===== config.mk =====
export PLATFORM = sky130hd
export DESIGN_NAME = ram
export DESIGN_NICKNAME = d
export VERILOG_FILES = /design/src/rtl/ram_pkg.sv /design/src/rtl/ram_word.sv /design/src/rtl/ram.sv
export SDC_FILE = /design/constraint.sdc
export NUM_CORES = 1
export LEC_CHECK = 0
export BUFFER_PORTS_ARGS = -buffer_cell sky130_fd_sc_hd__buf_2
export CORE_ASPECT_RATIO = 0.5
export CORE_MARGIN = 5
export CORE_UTILIZATION = 45
export CTS_BUF_LIST = sky130_fd_sc_hd__clkbuf_4
export DETAILED_ROUTE_END_ITERATION = 6
export GPL_ROUTABILITY_DRIVEN = 0
export PLACE_DENSITY = 0.73
export RECOVER_POWER = 50
export SLEW_MARGIN = 20
export SYNTH_ARGS = -nofsm -noshare
export SYNTH_HDL_FRONTEND = slang
export SYNTH_SLANG_ARGS = --single-unit
export TNS_END_PERCENT = 1

===== constraint.sdc =====
create_clock -name clk -period 1.5 [get_ports clk]
set_input_delay 0.3 -clock clk [delete_from_list [all_inputs] [get_ports clk]]
set_output_delay 0.3 -clock clk [all_outputs]
set_load 0.02 [all_outputs]

===== src/rtl/ram_pkg.sv =====
// ---------------------------------------------------------------------------
// ram_pkg
//
// Purpose:
//   Shared defaults and helpers for the register-file RAM and its word
//   storage cells. Keeping the default geometry here means the top and the
//   per-word register agree on widths without repeating literals.
//
// Contents:
//   DEFAULT_BUS_WIDTH      default data word width in bits
//   DEFAULT_ADDRESS_WIDTH  default address width in bits
//   ramDepth()             number of words addressed by a given address width
// ---------------------------------------------------------------------------
package ram_pkg;

    localparam int DEFAULT_BUS_WIDTH     = 8;
    localparam int DEFAULT_ADDRESS_WIDTH = 2;

    // Depth is a power of two so every address pattern selects a real word;
    // there is never an out-of-range read or write to guard against.
    function automatic int ramDepth(input int addressWidth);
        return 1 << addressWidth;
    endfunction

endpackage : ram_pkg


===== src/rtl/ram_word.sv =====
// ---------------------------------------------------------------------------
// ram_word
//
// Purpose:
//   One storage word of the register-file RAM. A plain WIDTH-bit register
//   that clears to zero on reset and loads d on a rising clock edge when
//   its write enable is high.
//
// Ports:
//   clk  in   1      clock, loads on rising edge
//   rst  in   1      asynchronous active-high reset, clears q to 0
//   we   in   1      write enable for this word
//   d    in   WIDTH  data to load
//   q    out  WIDTH  stored value
// ---------------------------------------------------------------------------
module ram_word
    import ram_pkg::*;
#(
    parameter int WIDTH = DEFAULT_BUS_WIDTH
) (
    input  logic             clk,
    input  logic             rst,
    input  logic             we,
    input  logic [WIDTH-1:0] d,
    output logic [WIDTH-1:0] q
);

    // Reset has priority over a simultaneous write, so a store issued while
    // reset is held leaves the word at zero.
    always_ff @(posedge clk or posedge rst) begin
        if (rst) begin
            q <= '0;
        end else if (we) begin
            q <= d;
        end
    end

endmodule : ram_word


===== src/rtl/ram.sv =====
// ---------------------------------------------------------------------------
// ram
//
// Purpose:
//   Single-port, word-addressed register-file RAM holding 2**ADDRESS_WIDTH
//   words of BUS_WIDTH bits. Writes are synchronous on the rising edge of
//   clk when st is high; reads are asynchronous and always show the word
//   currently addressed by ad.
//
// Ports (positional order is ad, st, x, clk, o, rst so older five-port
// positional instantiations still line up):
//   ad   in   ADDRESS_WIDTH  word address, shared by read and write
//   st   in   1              store enable, writes x into the word at ad
//   x    in   BUS_WIDTH      write data
//   clk  in   1              clock, writes on rising edge only
//   o    out  BUS_WIDTH      read data, combinational view of mem[ad]
//   rst  in   1              asynchronous active-high reset, clears all words
// ---------------------------------------------------------------------------
module ram
    import ram_pkg::*;
#(
    parameter int BUS_WIDTH     = DEFAULT_BUS_WIDTH,
    parameter int ADDRESS_WIDTH = DEFAULT_ADDRESS_WIDTH
) (
    input  logic [ADDRESS_WIDTH-1:0] ad,
    input  logic                     st,
    input  logic [BUS_WIDTH-1:0]     x,
    input  logic                     clk,
    output logic [BUS_WIDTH-1:0]     o,
    input  logic                     rst
);

    localparam int DEPTH = ramDepth(ADDRESS_WIDTH);

    logic [DEPTH-1:0]     we;
    logic [BUS_WIDTH-1:0] words [DEPTH];

    // One storage register per address. The one-hot decoder guarantees at
    // most one word loads on any edge; all others hold their value.
    for (genvar i = 0; i < DEPTH; i++) begin : g_word
        assign we[i] = st & (ad == ADDRESS_WIDTH'(i));

        ram_word #(
            .WIDTH(BUS_WIDTH)
        ) u_word (
            .clk(clk),
            .rst(rst),
            .we (we[i]),
            .d  (x),
            .q  (words[i])
        );
    end

    // The read path comes purely from stored state. There is deliberately no
    // bypass from x, so o changes on a write only once the word has updated,
    // and it reads zero throughout reset because every word is held cleared.
    assign o = words[ad];

endmodule : ram


* Yosys cells after proc, flatten, opt, wreduce, memory -nomap -nowiden
Cells that the tools add are included.
Operators by class: $lt $le $gt $ge 1, eq/ne operators 3, muxes and demuxes 3, bitwise gates (word level) 5, reductions and logical operators 1
Operators by type and width (count):
- binary-select mux 8 bit (select 2 bit) | 1
- 2-to-1 mux 8 bit | 2
- bitwise AND 1 bit | 4
- equality test 2 bit (second input constant) | 2
- >= comparator 3 bit (second input constant) | 1
- inverter 2 -> 3 bit | 1
- equality test 2 x 1 -> 1 bit (second input constant) | 1
- logical NOT 2 bit | 1
Storage, ports and cells: register bits after elaboration 32, output and inout bits 8, word-level logic and storage cells 17

* Logic depth before layout (Yosys ltp)
Gate-level depths: netlist of run 1.
word-level depth 4, gate-level depth with buffers 3, depth with buffers taken out 2

* Hierarchy
A second synthesis of run 1 with hierarchy kept.
Second synthesis, totals: cells, all modules 86, area, all modules 1580.3 um^2
Modules (own cells, without submodules):
- ram_word | times used 4, cells an instance 18, area each 335.3 um^2, sequential area each 200.2 um^2
- ram | times used 1, cells an instance 14, area each 239.0 um^2, sequential area each 0.0 um^2

* Least setup slack after synthesis of run 1
No wires, ideal clock.
path type input to output, start point input port ad[0], end point output port o[1], arrival time 1111 ps, setup slack 89 ps, stages 2, buffers on the path 1, cell sequence buf_6 > mux4_1
Between the ends: longest elaborated chain between the ends 4
RTL lines:
- from (decl) | line ram.sv:25 | input logic [ADDRESS_WIDTH-1:0] ad,
- inverter 2 -> 3 bit (not written as such) | line ram.sv:57 | assign o = words[ad];
- binary-select mux 8 bit (select 2 bit) | line ram.sv:57
- 2-to-1 mux 8 bit (not written as such) (2 in series) | line ram.sv:57
- to (decl) | line ram.sv:29 | output logic [BUS_WIDTH-1:0] o,
No other way between the ends. The select of a mux whose other input is x is not followed.

* Worst setup path in the final report of run 1
start point register g_word[3].u_word.q[7], end point output port o[7]
Between the ends: longest elaborated chain between the ends 3
RTL lines:
- from (decl) | line ram_word.sv:25 | output logic [WIDTH-1:0] q
- from (signal assigned) | line ram_word.sv:32 | q <= '0;
- from (signal assigned) | line ram_word.sv:34 | q <= d;
- binary-select mux 8 bit (select 2 bit) | line ram.sv:57
- 2-to-1 mux 8 bit (not written as such) (2 in series) | line ram.sv:57
No other way between the ends. The select of a mux whose other input is x is not followed.

==> results_dict.tcl, run 1 <==
set metrics [dict create \
    cts_buffers 5 \
    die_w_um 89.5 \
    cts_htree_levels 2 \
    peakVddDrop_mv 0.599 \
    power_leakage_uw 0.000734 \
    rsz0062_at_grt "yes" \
    worst_pin_slew_ns 0.776 \
    critical_path.max_stage_delay_ns 0.48 \
    synth_seq_cells 32 \
    hold_ws_ns 0.171 \
    antenna_left 0 \
    path_clk_slew_ns 0.09 \
    finalHoldViolCount 0 \
    ctsLongestPathBuffers 2 \
    clock_latency_ns 0.32 \
    powerDensity_nw_per_um2 1230 \
    dr.pass1.iters 2 \
    fin_nets 122 \
    antenna_cells 0 \
    pin_count 21 \
    synth_area_leader_cell "dfrtp_1" \
    cts_hold_buf 0 \
    n_fill_cell 257 \
    clockRootBuffer "clkbuf_4" \
    critPathArrivalTime_ns 1.34 \
    grt_max_degree 33 \
    grt_overflow 0 \
    initial_core_util 0.472 \
    crit_fanout 2 \
    critPathKind "reg2out" \
    drv_slew 0 \
    drt_iter0_drc 17 \
    routed_via_density 5.28 \
    grt_usage 0.130 \
    std_cell_rows 14 \
    wl_per_cell_um 15.9 \
    largest-register "g_word.u_word.q" \
    max_freq_mhz 610 \
    grt_pass1_vias 830 \
    slowest_stage "mux4_2" \
    syn_to_final_growth_pct 17.4 \
    numPortBuffers 20 \
    final.min_clock_period_ns 1.64 \
    drt-total-wl_um 2370 \
    syn-num-nets 92 \
    core_um2 3010 \
    critPathLaunchType "flop" \
    fin_skew_ns 0 \
    multiInputGateArea_um2 592 \
    maxSlewHeadroom 0.483 \
    status "finished with violations" \
    layout.area.seq_um2 801 \
    die_height_um 49.8 \
    cap_violations 0 \
    cts_tree "done" \
    drive_above_1_share 0.679 \
    ys.warnings.count 0 \
    hold_class "in2async" \
    path_cells "mux4_2 > buf_6" \
    synth_area_per_cell_um2 18.0 \
    reg_top3 "g_word.u_word.q x32" \
    violations "setup timing" \
    synth_top_area_frac 0.563 \
    largest_reg_flops 32 \
    ys_top_cells_by_area "dfrtp_1 (56%), mux2_2 (25%), mux4_2 (9.5%)" \
    numClockSinks 32 \
    worstPathRequired_ns 1.20 \
    synthDistinctLibCells 10 \
    drcViolationCount 0 \
    cp-end-kind "primary output" \
    yosysSeqAreaShare 0.563 \
    synth_area_um2 1420 \
    synthCells 79 \
    dp_slack_ns -0.161 \
    antenna_found_initial 0 \
    grt_first_pass_wirelength_um 4160 \
    setup_tns_ns -1.06 \
    fin_ws_ns -0.139 \
    vias 787 \
    finalCritPeriodShare 1.09 \
    setup_viol 8 \
    die-area_um2 4450 \
]
cell usage after synthesis (all sizes together):
master / count
inv: 1
nand3: 1
nand3b: 2
mux2: 32
buf: 2
dfrtp: 32
mux4: 8
nor3b: 1
power by group:
part / internal, µW / total [µW] / switching (µW) / leakage [µW]
clock network: 163 / 432 / 269 / 0.0000261
logic: 317 / 523 / 206 / 0.000329
registers: 1020 / 1100 / 75.1 / 0.000379
layout make-up:
type | count | area share
Timing Repair Buffer | 25 | 0.107
Tap cell | 40 | 0.0300
Sequential cell | 32 | 0.479
Clock buffer | 5 | 0.0225
Clock inverter | 2 | 0.00449
Multi-Input combinational cell | 44 | 0.354
Inverter | 1 | 0.00225
final timing paths:
path	slack (ns)	depth (start not counted)	end	start
setup / recovery	-0.14	2	o[7]	g_word[3].u_word.q[7]
hold / removal	0.17	3	g_word[3].u_word.q[3]	rst
setup reg to reg	0.60	2	g_word[1].u_word.q[6]	g_word[1].u_word.q[6]
hold reg to reg	0.51	1	g_word[1].u_word.q[2]	g_word[1].u_word.q[2]
max in group asynchronous	0.82	3	g_word[0].u_word.q[7]	rst
min in group clk	0.24	2	g_word[1].u_word.q[3]	x[3]
layer usage:
layer  wire (µm)  part of all wire  up-vias  global-route usage
met5           0                 0        -                   0
met2        1150              0.49       11               0.194
met1        1080              0.45      400               0.168
met3         110             0.046        7              0.0566
met4          31             0.013        0              0.0446
li1            -                 -      369                   -
placed cells by master, fill, tap and decap left out, drive strengths merged:
| master | instances |
|---|---|
| mux2 | 32 |
| dfrtp | 32 |
| buf | 24 |
| mux4 | 8 |
| clkbuf | 6 |
| nand3b | 2 |
| clkinv | 2 |
| nand3 | 1 |
| inv | 1 |
| nor3b | 1 |
critical path, delay by kind of cell (launching register included):
kind | cells | cell delay (ns)
multiplexers | 1 | 0.48
flip-flops | 1 | 0.39
buffers and inverters | 1 | 0.15
through the flow:
step                 util  std cells  cell area, µm²  power [µW]
floorplan               -         79            1420        1440
global placement    0.526        141            1580        1560
detailed placement  0.526        141            1580        1580
CTS                 0.547        148            1650        2050
global route        0.554        149            1670        2180
finish              0.554        149            1670        2050
cell families (layout without fill, tap and decap cells):
group	after synthesis	in the layout	share of synthesized area
buf+inv	3	33	0.0158
simple gates	4	4	0.0361
flops	32	32	0.563
mux	40	40	0.385
repair_timing:
| action | CTS | global route |
|---|---|---|
| endpoints found under the setup margin | 8 | 8 |
| hold endpoints to repair | 0 | 0 |
| buffers inserted | 0 | 1 |
| gates resized for setup | 10 | 6 |
No activity file was read; power rests on OpenSTA's default activity.
==> inputs of run 2 (changes only) <==
--- a/config.mk
+++ b/config.mk
@@ -7,7 +7,7 @@
 export LEC_CHECK = 0
 export BUFFER_PORTS_ARGS = -buffer_cell sky130_fd_sc_hd__buf_2
 export CORE_ASPECT_RATIO = 0.5
-export CORE_MARGIN = 5
+export CORE_MARGIN = 2
 export CORE_UTILIZATION = 45
 export CTS_BUF_LIST = sky130_fd_sc_hd__clkbuf_4
 export DETAILED_ROUTE_END_ITERATION = 6
==> results_dict.tcl, run 2 (same netlist as run 1, synthesis figures left out) <==
set metrics [dict create \
    status "finished with violations" \
    violations "setup timing" \
    largest_reg_flops 32 \
    cts_buffers 5 \
    dr.pass1.iters 4 \
    finalCritPeriodShare 1.10 \
    startpoint "g_word[2].u_word.q[7]" \
    hold_ws_ns 0.171 \
    die_height_um 43.8 \
    antenna_found_initial 0 \
    routed_via_density 5.26 \
    clock_latency_ns 0.33 \
    placed_area_um2 1610 \
    n_fill_cell 257 \
    critical_path.max_stage_delay_ns 0.49 \
    fin_ws_ns -0.155 \
    critPathArrivalTime_ns 1.36 \
    critPathTopFamily "multiplexers" \
    setup_viol 8 \
    ctsLongestPathBuffers 2 \
    powerDensity_nw_per_um2 1230 \
    rsz0062_at_grt "yes" \
    cap_violations 0 \
    pin_count 21 \
    fin_nets 125 \
    syn_to_final_growth_pct 18.0 \
    die-area_um2 3650 \
    finalHoldViolCount 0 \
    critPathBufInv 1 \
    final_cell_mix "mux2_2 (32), dfrtp_1 (32), buf_2 (16)" \
    power_leakage_uw 0.000747 \
    maxSlewHeadroom 0.481 \
    largest-register "g_word.u_word.q" \
    vias 800 \
    max_freq_mhz 604 \
    wl_per_cell_um 16.1 \
    fin_cells 152 \
    slowest_stage "mux4_2" \
    cts_htree_levels 2 \
    drv_slew 0 \
    die_w_um 83.5 \
    std_cell_rows 14 \
    antenna_cells 0 \
    peakVddDrop_mv 0.594 \
    fin_skew_ns 0 \
    r2r_start "g_word[3].u_word.q[4]" \
    setup_tns_ns -1.11 \
    grt_pass1_vias 852 \
    fin_util 0.557 \
    path_cells "mux4_2 > buf_6" \
    crit_fanout 2 \
    grt_usage 0.157 \
    worstPathRequired_ns 1.20 \
    path_clk_slew_ns 0.10 \
    numClockSinks 32 \
    initial_core_util 0.472 \
    cts_tree "done" \
    critPathLaunchType "flop" \
    drcViolationCount 0 \
    critPathKind "reg2out" \
    clockRootBuffer "clkbuf_4" \
    numPortBuffers 20 \
    final_cell_area_um2 1680 \
    antenna_left 0 \
    hold_class "in2async" \
    grt_first_pass_wirelength_um 4100 \
    cp-end-kind "primary output" \
    drt_iter0_drc 19 \
    grt_max_degree 33 \
    cts_hold_buf 0 \
    dp_cells 144 \
    final.min_clock_period_ns 1.66 \
    grt_overflow 0 \
    worst_pin_slew_ns 0.779 \
    reg_top3 "g_word.u_word.q x32" \
    drive_above_1_share 0.705 \
    core_um2 3010 \
    drt-total-wl_um 2440 \
]
==> run 2: cell types whose count changed in the layout (fill, tap and decap cells not counted), sizes merged <==
cell / before / now
clkinv: 2 / 1
buf: 24 / 27
clkbuf: 6 / 7
==> run 2: metal layers <==
layer | vias to the layer above | routed length, µm | global-route usage
li1 | 368 | - | -
met1 | 416 | 1220 | 0.203
met2 | 14 | 1070 | 0.232
met3 | 2 | 123 | 0.0743
met4 | 0 | 27 | 0.0677
met5 | - | 0 | 0
==> run 2: final timing paths <==
check | depth (start not counted) | slack (ns) | to
worst max-delay path | 2 | -0.16 | o[7]
worst min-delay path | 3 | 0.17 | g_word[1].u_word.q[3]
worst max register to register | 2 | 0.63 | g_word[3].u_word.q[4]
worst min register to register | 1 | 0.51 | g_word[2].u_word.q[4]
max in group asynchronous | 3 | 0.84 | g_word[3].u_word.q[2]
min in group clk | 2 | 0.24 | g_word[1].u_word.q[0]
==> run 2: cell type report <==
class,instances,area (µm²),share of cell area
clock buffers,6,45.0,0.0268
clock inverters,1,5.00,0.00298
inverters,1,3.75,0.00224
multi-input cells,44,592,0.352
flip-flops and latches,32,801,0.477
well taps,40,50.0,0.0298
repair buffers,28,183,0.109
==> run 2: repair_timing <==
| item | 4_1_cts | 5_1_grt |
|---|---|---|
| setup buffers | 0 | 1 |
| endpoints found under the setup margin | 8 | 8 |
| gates resized for setup | 6 | 4 |
==> run 2: power breakdown <==
group / leakage, µW / internal [µW] / switching (µW) / total [µW]
clock network: 0.0000315 / 190 / 275 / 466
registers: 0.000379 / 1020 / 73.2 / 1100
logic: 0.000337 / 298 / 206 / 504
==> run 2: tightest hold or removal path, cell delays in order <==
cell	delay (ns)
buf_2	0.09
inv_1	0.04
clkbuf_2	0.60
==> run 2: through the flow <==
step	setup WS (ns)	power [µW]
6_report	-0.155	2070
4_1_cts	-0.170	2070
5_1_grt	-0.209	2190
2_1_floorplan	0.0892	1440
3_3_place_gp	-0.192	1560
3_5_place_dp	-0.187	1580
